--- src/rtl/register_file.sv ---
// register_file: 2^A x N register file with one synchronous write port and
// two independent combinational read ports. Word 0 is hardwired to zero and
// is not backed by storage. Each read port is a binary 2^A-to-1 mux tree.
//
// Optional feature: define REGFILE_BYPASS_EN to forward the in-flight write
// data to any read port addressing the word being written in the same cycle.
// Without it, a same-cycle read returns the value stored before the edge.
//
// Interface timing: there is no handshake. A write presented with wr_ena=1
// is committed at the next rising clk edge unless rst is high on that edge,
// in which case every word is cleared and the write is dropped.
module register_file #(
  parameter int N = 32,
  parameter int A = 5
) (
  input  logic         clk,
  input  logic         rst,
  input  logic         wr_ena,
  input  logic [A-1:0] wr_addr,
  input  logic [N-1:0] wr_data,
  input  logic [A-1:0] rd_addr0,
  output logic [N-1:0] rd_data0,
  input  logic [A-1:0] rd_addr1,
  output logic [N-1:0] rd_data1
);

  localparam int DEPTH = 1 << A;

  // Only words 1..DEPTH-1 hold state; word 0 is a constant zero leaf.
  logic [DEPTH-1:1][N-1:0] regs_q;
  logic [DEPTH-1:1][N-1:0] regs_d;

  // Mux leaves: word 0 is zero, words 1.. come from storage.
  logic [DEPTH-1:0][N-1:0] leaves;
  logic [N-1:0]            mux0;
  logic [N-1:0]            mux1;

  assign leaves = {regs_q, {N{1'b0}}};

  // Binary mux tree, reduced in place: level l pairs adjacent entries using
  // address bit l, halving the live entries each level until one remains.
  // Writing entry i only after reading entries 2i and 2i+1 keeps the in-place
  // reduction safe because i <= 2i.
  function automatic logic [N-1:0] mux_tree(
    input logic [DEPTH-1:0][N-1:0] words,
    input logic [A-1:0]            sel
  );
    logic [DEPTH-1:0][N-1:0] stage;
    stage = words;
    for (int l = 0; l < A; l++) begin
      for (int i = 0; i < DEPTH / 2; i++) begin
        if (i < (DEPTH >> (l + 1))) begin
          stage[i] = sel[l] ? stage[2*i+1] : stage[2*i];
        end
      end
    end
    return stage[0];
  endfunction

  // Next-state: the addressed word takes the write data; writes to word 0 vanish.
  always_comb begin
    regs_d = regs_q;
    if (wr_ena && (wr_addr != '0)) begin
      regs_d[wr_addr] = wr_data;
    end
  end

  // Storage update; reset wins over a write presented on the same edge.
  always_ff @(posedge clk) begin
    if (rst) begin
      regs_q <= '0;
    end else begin
      regs_q <= regs_d;
    end
  end

  // Read-port multiplexers from stored state.
  always_comb begin
    mux0 = mux_tree(leaves, rd_addr0);
    mux1 = mux_tree(leaves, rd_addr1);
  end

`ifdef REGFILE_BYPASS_EN
  // A write is forwardable only when it will actually be committed.
  logic fwd_ok;
  assign fwd_ok = wr_ena && !rst && (wr_addr != '0);

  // Per-port forwarding of the in-flight write data.
  always_comb begin
    rd_data0 = (fwd_ok && (rd_addr0 == wr_addr)) ? wr_data : mux0;
    rd_data1 = (fwd_ok && (rd_addr1 == wr_addr)) ? wr_data : mux1;
  end
`else
  // Reads reflect stored state only.
  always_comb begin
    rd_data0 = mux0;
    rd_data1 = mux1;
  end
`endif

endmodule

--- config.mk ---
export PLATFORM = sky130hd
export DESIGN_NAME = register_file
export DESIGN_NICKNAME = d
export VERILOG_FILES = /design/src/rtl/register_file.sv
export SDC_FILE = /design/constraint.sdc
export NUM_CORES = 2
export LEC_CHECK = 0
export ABC_AREA = 0
export CAP_MARGIN = 15
export CORE_ASPECT_RATIO = 1.4
export CORE_UTILIZATION = 30
export CTS_BUF_LIST = sky130_fd_sc_hd__clkbuf_8
export DETAILED_ROUTE_END_ITERATION = 8
export PLACE_DENSITY_LB_ADDON = 0.3
export SYNTH_ARGS = -nofsm -noshare
export SYNTH_HDL_FRONTEND = slang
export SYNTH_SLANG_ARGS = --single-unit
--- constraint.sdc ---
create_clock -name clk -period 2.41 [get_ports clk]
set_input_delay 0.482 -clock clk [delete_from_list [all_inputs] [get_ports clk]]
set_output_delay 0.482 -clock clk [all_outputs]
set_load 0.02 [all_outputs]
# Word-level counts from Yosys, hierarchy flattened
# Cells that the tools add are included.
# word_totals
regBits,992
input_bits,50
output_inout_bits,64
word_cells,101
# op_classes
n_lt_le_gt_ge,2
n_mux,65
reduce_logical,3
# ops
op,count
32-bit two-way mux,63
992-bit bitwise mux,1
32-bit demux with 5-bit select,1
"5-bit by 6-bit < comparator with 1-bit output, second input constant",1
"5-bit by 1-bit greater-or-equal comparator with 1-bit output, second input constant",1
5-bit nonzero test,1
1-bit logical AND,2

# Longest topological paths before layout
# logic_depth
word_depth,5
depth_mapped,9
depth_no_buf,5

# Worst setup path after synthesis
# No wires, ideal clock.
# synth_timing
kind,input-to-output
start,input port rd_addr0[1]
end,output port rd_data0[10]
arrival_time_ps,1964
t_required_ps,1928
path_slack_ps,-36
cell_stages,7
n_path_buf,2
path_cell_list,buf_2 clkbuf_1 mux2_2 a221oi_1 nor3_1 a31oi_1 nand3_1
# synth_via
elab_chain_cells,4
elab_cells_between_ends,15
classes_between,15 x mux
# synth_lines
item,line,rtl
start: declaration,21,"input logic [A-1:0] rd_addr0,"
32-bit two-way mux (3 in a row),53,stage[i] = sel[l] ? stage[2*i+1] : stage[2*i];
32-bit two-way mux *,53,
end: declaration,22,"output logic [N-1:0] rd_data0,"
# Every way passes the cells marked *; elsewhere a longest branch is shown, timed or not.

# Final worst setup path
# layout_timing
start,input port rd_addr1[0]
end,output port rd_data1[5]
# layout_via
elab_chain_cells,5
elab_cells_between_ends,31
classes_between,31 x mux
# layout_lines
item,line,rtl
start: declaration,23,"input logic [A-1:0] rd_addr1,"
32-bit two-way mux (4 in a row),53,
32-bit two-way mux *,53,
end: declaration,24,output logic [N-1:0] rd_data1
# Marks and branches as above.

==> run_results.csv <==
group,metric,value,unit
status,status,"finished with violations",
status,violations,"setup timing",
critical_path,critPathRequiredTime,1.93,ns
pwr,switching_share,29.0,%
pwr,power_frac_clock,39.8,%
sta,final-hold-violation-count,0,
pwr,ir_drop,0.000605,V
synth,synth_area,51100,µm²
critical_path,crit_chain,"buf_4 > buf_4 > nor2b_4 > buf_12 > buf_4 > a22oi_1 > a31oi_1 > buf_4 > nand3_4 > buf_6",
hold_path,worstHoldEndpoint,"leaves[251]$_SDFFE_PP0P_",
critical_path,cp_common_cell,"buf_4",
final_layout,area_delta_synth_final,27.0,%
global_route,antenna_found_initial,9,
synth,ys_types,29,
clocking,cts_tree,"done",
final_layout,finish.utilization,38.5,%
pwr,p_sw,10600,µW
critical_path,end_kind,"output pin",
final_layout,final_common_cell,"nand2_1",
place,io_buffers,113,
critical_path,crit_path_start,"rd_addr1[0]",
routing,first_pass_iters,6,
sta,worstMarginPinSlew,0.781,ns
synth,yosys_warnings,0,
routing,postRouteAntennaNets,0,
sta,fin_hold_ws,0.443,ns
pwr,seqPwrFrac,45.5,%
final_layout,drive_gt1_share,20.0,%
run,max_cap_violations,0,
critical_path,cp-start-kind,"input port",
sta,clock-skew-final,0,ns
hold_path,hp-class,"input port to flip-flop",
global_route,grt_max_degree,91,
floorplanning,rows,178,
clocking,cts_root_buffer,"clkbuf_8",
critical_path,reg2reg_to,"leaves[250]$_SDFFE_PP0P_",
routing,wl_per_cell,23.8,µm
sta,finalCriticalPeriod,3.18,ns
clocking,htreeDepth,4,
routing,dr.first_iter.drc_count,5074,
floorplanning,die_y,490,µm
routing,drc_errors,0,
floorplanning,start_util,30.3,%
sta,final-setup-viol-count,64,
clocking,path_clk_slew,0.06,ns
global_route,overflow,0,
synth,synth_cells,6581,
pwr,internal_power,25900,µW
sta,setup_slack,-0.771,ns
synth,ys_ff_latch,992,
pwr,p_comb_share,14.8,%
routing,vias,50200,
sta,slew_violations,0,
sta,grt_setup_unrepaired,"true",
critical_path,max_stage_delay,0.36,ns
synth,syn_nets,6631,
critical_path,crit_type,"input port to output pin",
pwr,powerDensity,563,nW/µm²
clocking,cts_buffers,152,
critical_path,rr_worst_depth,5,
global_route,grt_first_pass_wirelength,317000,µm
floorplanning,dieArea,172000,µm²
synth,syn_area_per_cell,7.77,µm²
final_layout,largest_reg_flops,992,
critical_path,reg2reg_slack,1.52,ns
critical_path,slowest_stage,"buf_4",
sta,fmax,314,MHz
routing,viasPerCell,5.49,
place,dpl.hpwl,145000,µm
global_route,grt_usage,24.4,%
sta,min_period_over_period,132,%
floorplanning,io_pins,114,
critical_path,critPathMaxFanout,20,
floorplanning,coreArea,169000,µm²
global_route,grt_pass1_vias,48900,
routing,wirelength,218000,µm
clocking,cts_buffer_depth,3,
critical_path,r2r_start,"leaves[250]$_SDFFE_PP0P_",
clocking,clock_latency,0.88,ns
sta,max_slew_margin,47.8,%
floorplanning,die_x,351,µm
place,gp_routability_congestion,0.898,
hold_path,min-delay-start,"wr_data[27]",
pwr,power.leakage,0.0239,µW
synth,synth-seq-area-share,38.9,%
hold_path,whs_path_depth,4,
final_layout,final_nets,6839,
final_layout,mostFrequentLayoutCells,"nand2_1, a21oi_1, dfxtp_1, mux2i_1, buf_4",
critical_path,crit_arrival,2.70,ns
clocking,clkSinkCount,992,
==> power by group through the flow <==
stage	clock network, µW	registers (µW)	logic (µW)
4_1_cts	14700	16600	5120
6_report	14500	16600	5390
5_1_grt	15400	16600	5570
2_1_floorplan	0	16900	2410
3_5_place_dp	0	17000	4830
3_3_place_gp	0	17000	4820
==> timing repair <==
action,CTS,global route
pin swaps,60,58
buffers inserted,5,8
gates cloned,0,4
hold endpoints to repair,21,0
resized for setup,522,229
hold buffers,1,0
setup endpoints to repair,64,64
==> per-layer routing <==
layer  wire [µm]  vias up  part of all wire [%]  global-route usage (%)
li1            -    23000                     -                       -
met1       83800    24200                    38                    28.8
met2      104000     2306                    48                    41.2
met3       17100      678                   7.8                    4.72
met4       13200       10                   6.1                    13.6
met5          55        -                 0.025                       0
==> critical path, delay by kind of cell <==
family / cells / cell delay, ns
buffers and inverters: 6 / 1.36
AOI/OAI and AO/OA: 2 / 0.43
and+or+nand+nor: 2 / 0.38
==> how the worst max path moves through the flow <==
stage,end,slack (ns)
floorplan,rd_data1[10],-0.01
detailed placement,rd_data1[24],-1.34
global route,rd_data1[27],-0.86
global placement,rd_data1[24],-1.34
CTS,rd_data0[6],-0.87
finish,rd_data1[5],-0.77
==> stage by stage <==
| stage | instances | setup TNS, ns | total power, µW | worst slack, ns | instance area (µm²) |
|---|---|---|---|---|---|
| 2_1_floorplan | 6581 | -0.453 | 19400 | -0.00969 | 51100 |
| 3_3_place_gp | 8934 | -62.77 | 21800 | -1.34 | 59400 |
| 3_5_place_dp | 8934 | -66.99 | 21800 | -1.34 | 59400 |
| 4_1_cts | 9166 | -45.40 | 36500 | -0.866 | 63900 |
| 5_1_grt | 9156 | -43.42 | 37600 | -0.860 | 64900 |
| 6_report | 9156 | -38.90 | 36500 | -0.771 | 64900 |
==> cell usage after synthesis <==
cell type  instances  area (µm²)
nor2b_1           72         450
or3b_2             2        17.5
nand3b_1           3        22.5
nor2_1            22        82.6
buf_4             11        82.6
or2_2              3        18.8
and3_1             2        12.5
a21oi_1         1120        5610
a221oi_1          64         561
buf_1              9        33.8
a22oi_1          256        1920
mux2i_1          768        7690
nor3_1            65         325
clkbuf_1         411        1540
and2_0             2        12.5
and3b_1            3        26.3
or3b_1             1        8.76
nor3b_1            3        22.5
mux2_2            64         721
and2_1             4        25.0
buf_2            220        1100
nand3_1          194         971
nor2_2            11        68.8
a31oi_1           64         400
dfxtp_1          992       19900
nand2b_1           2        12.5
nand2_1         2148        8060
or2_1              1        6.26
mux4_2            64        1440
==> layout make-up <==
| type | instances | area (µm²) |
|---|---|---|
| Antenna cell | 1 | 2.50 |
| Clock buffer | 192 | 2640 |
| Clock inverter | 78 | 398 |
| Timing Repair Buffer | 705 | 8190 |
| Multi-Input combinational cell | 4938 | 30900 |
| Sequential cell | 992 | 19900 |
| Fill cell | 17000 | 104000 |
| Tap cell | 2250 | 2820 |
==> kinds of logic (layout without fill, tap and decap cells) <==
family                 count (synthesis)  count (layout)  synth area share [%]
AOI/OAI and AO/OA                   1504            1504                  16.6
DFF                                  992             992                  38.9
muxes                                896             896                  19.3
and+or+nand+nor                     2538            2538                  19.9
other                                  0               1                     0
buffers and inverters                651             975                  5.40
(Power assumes the default switching activity.)
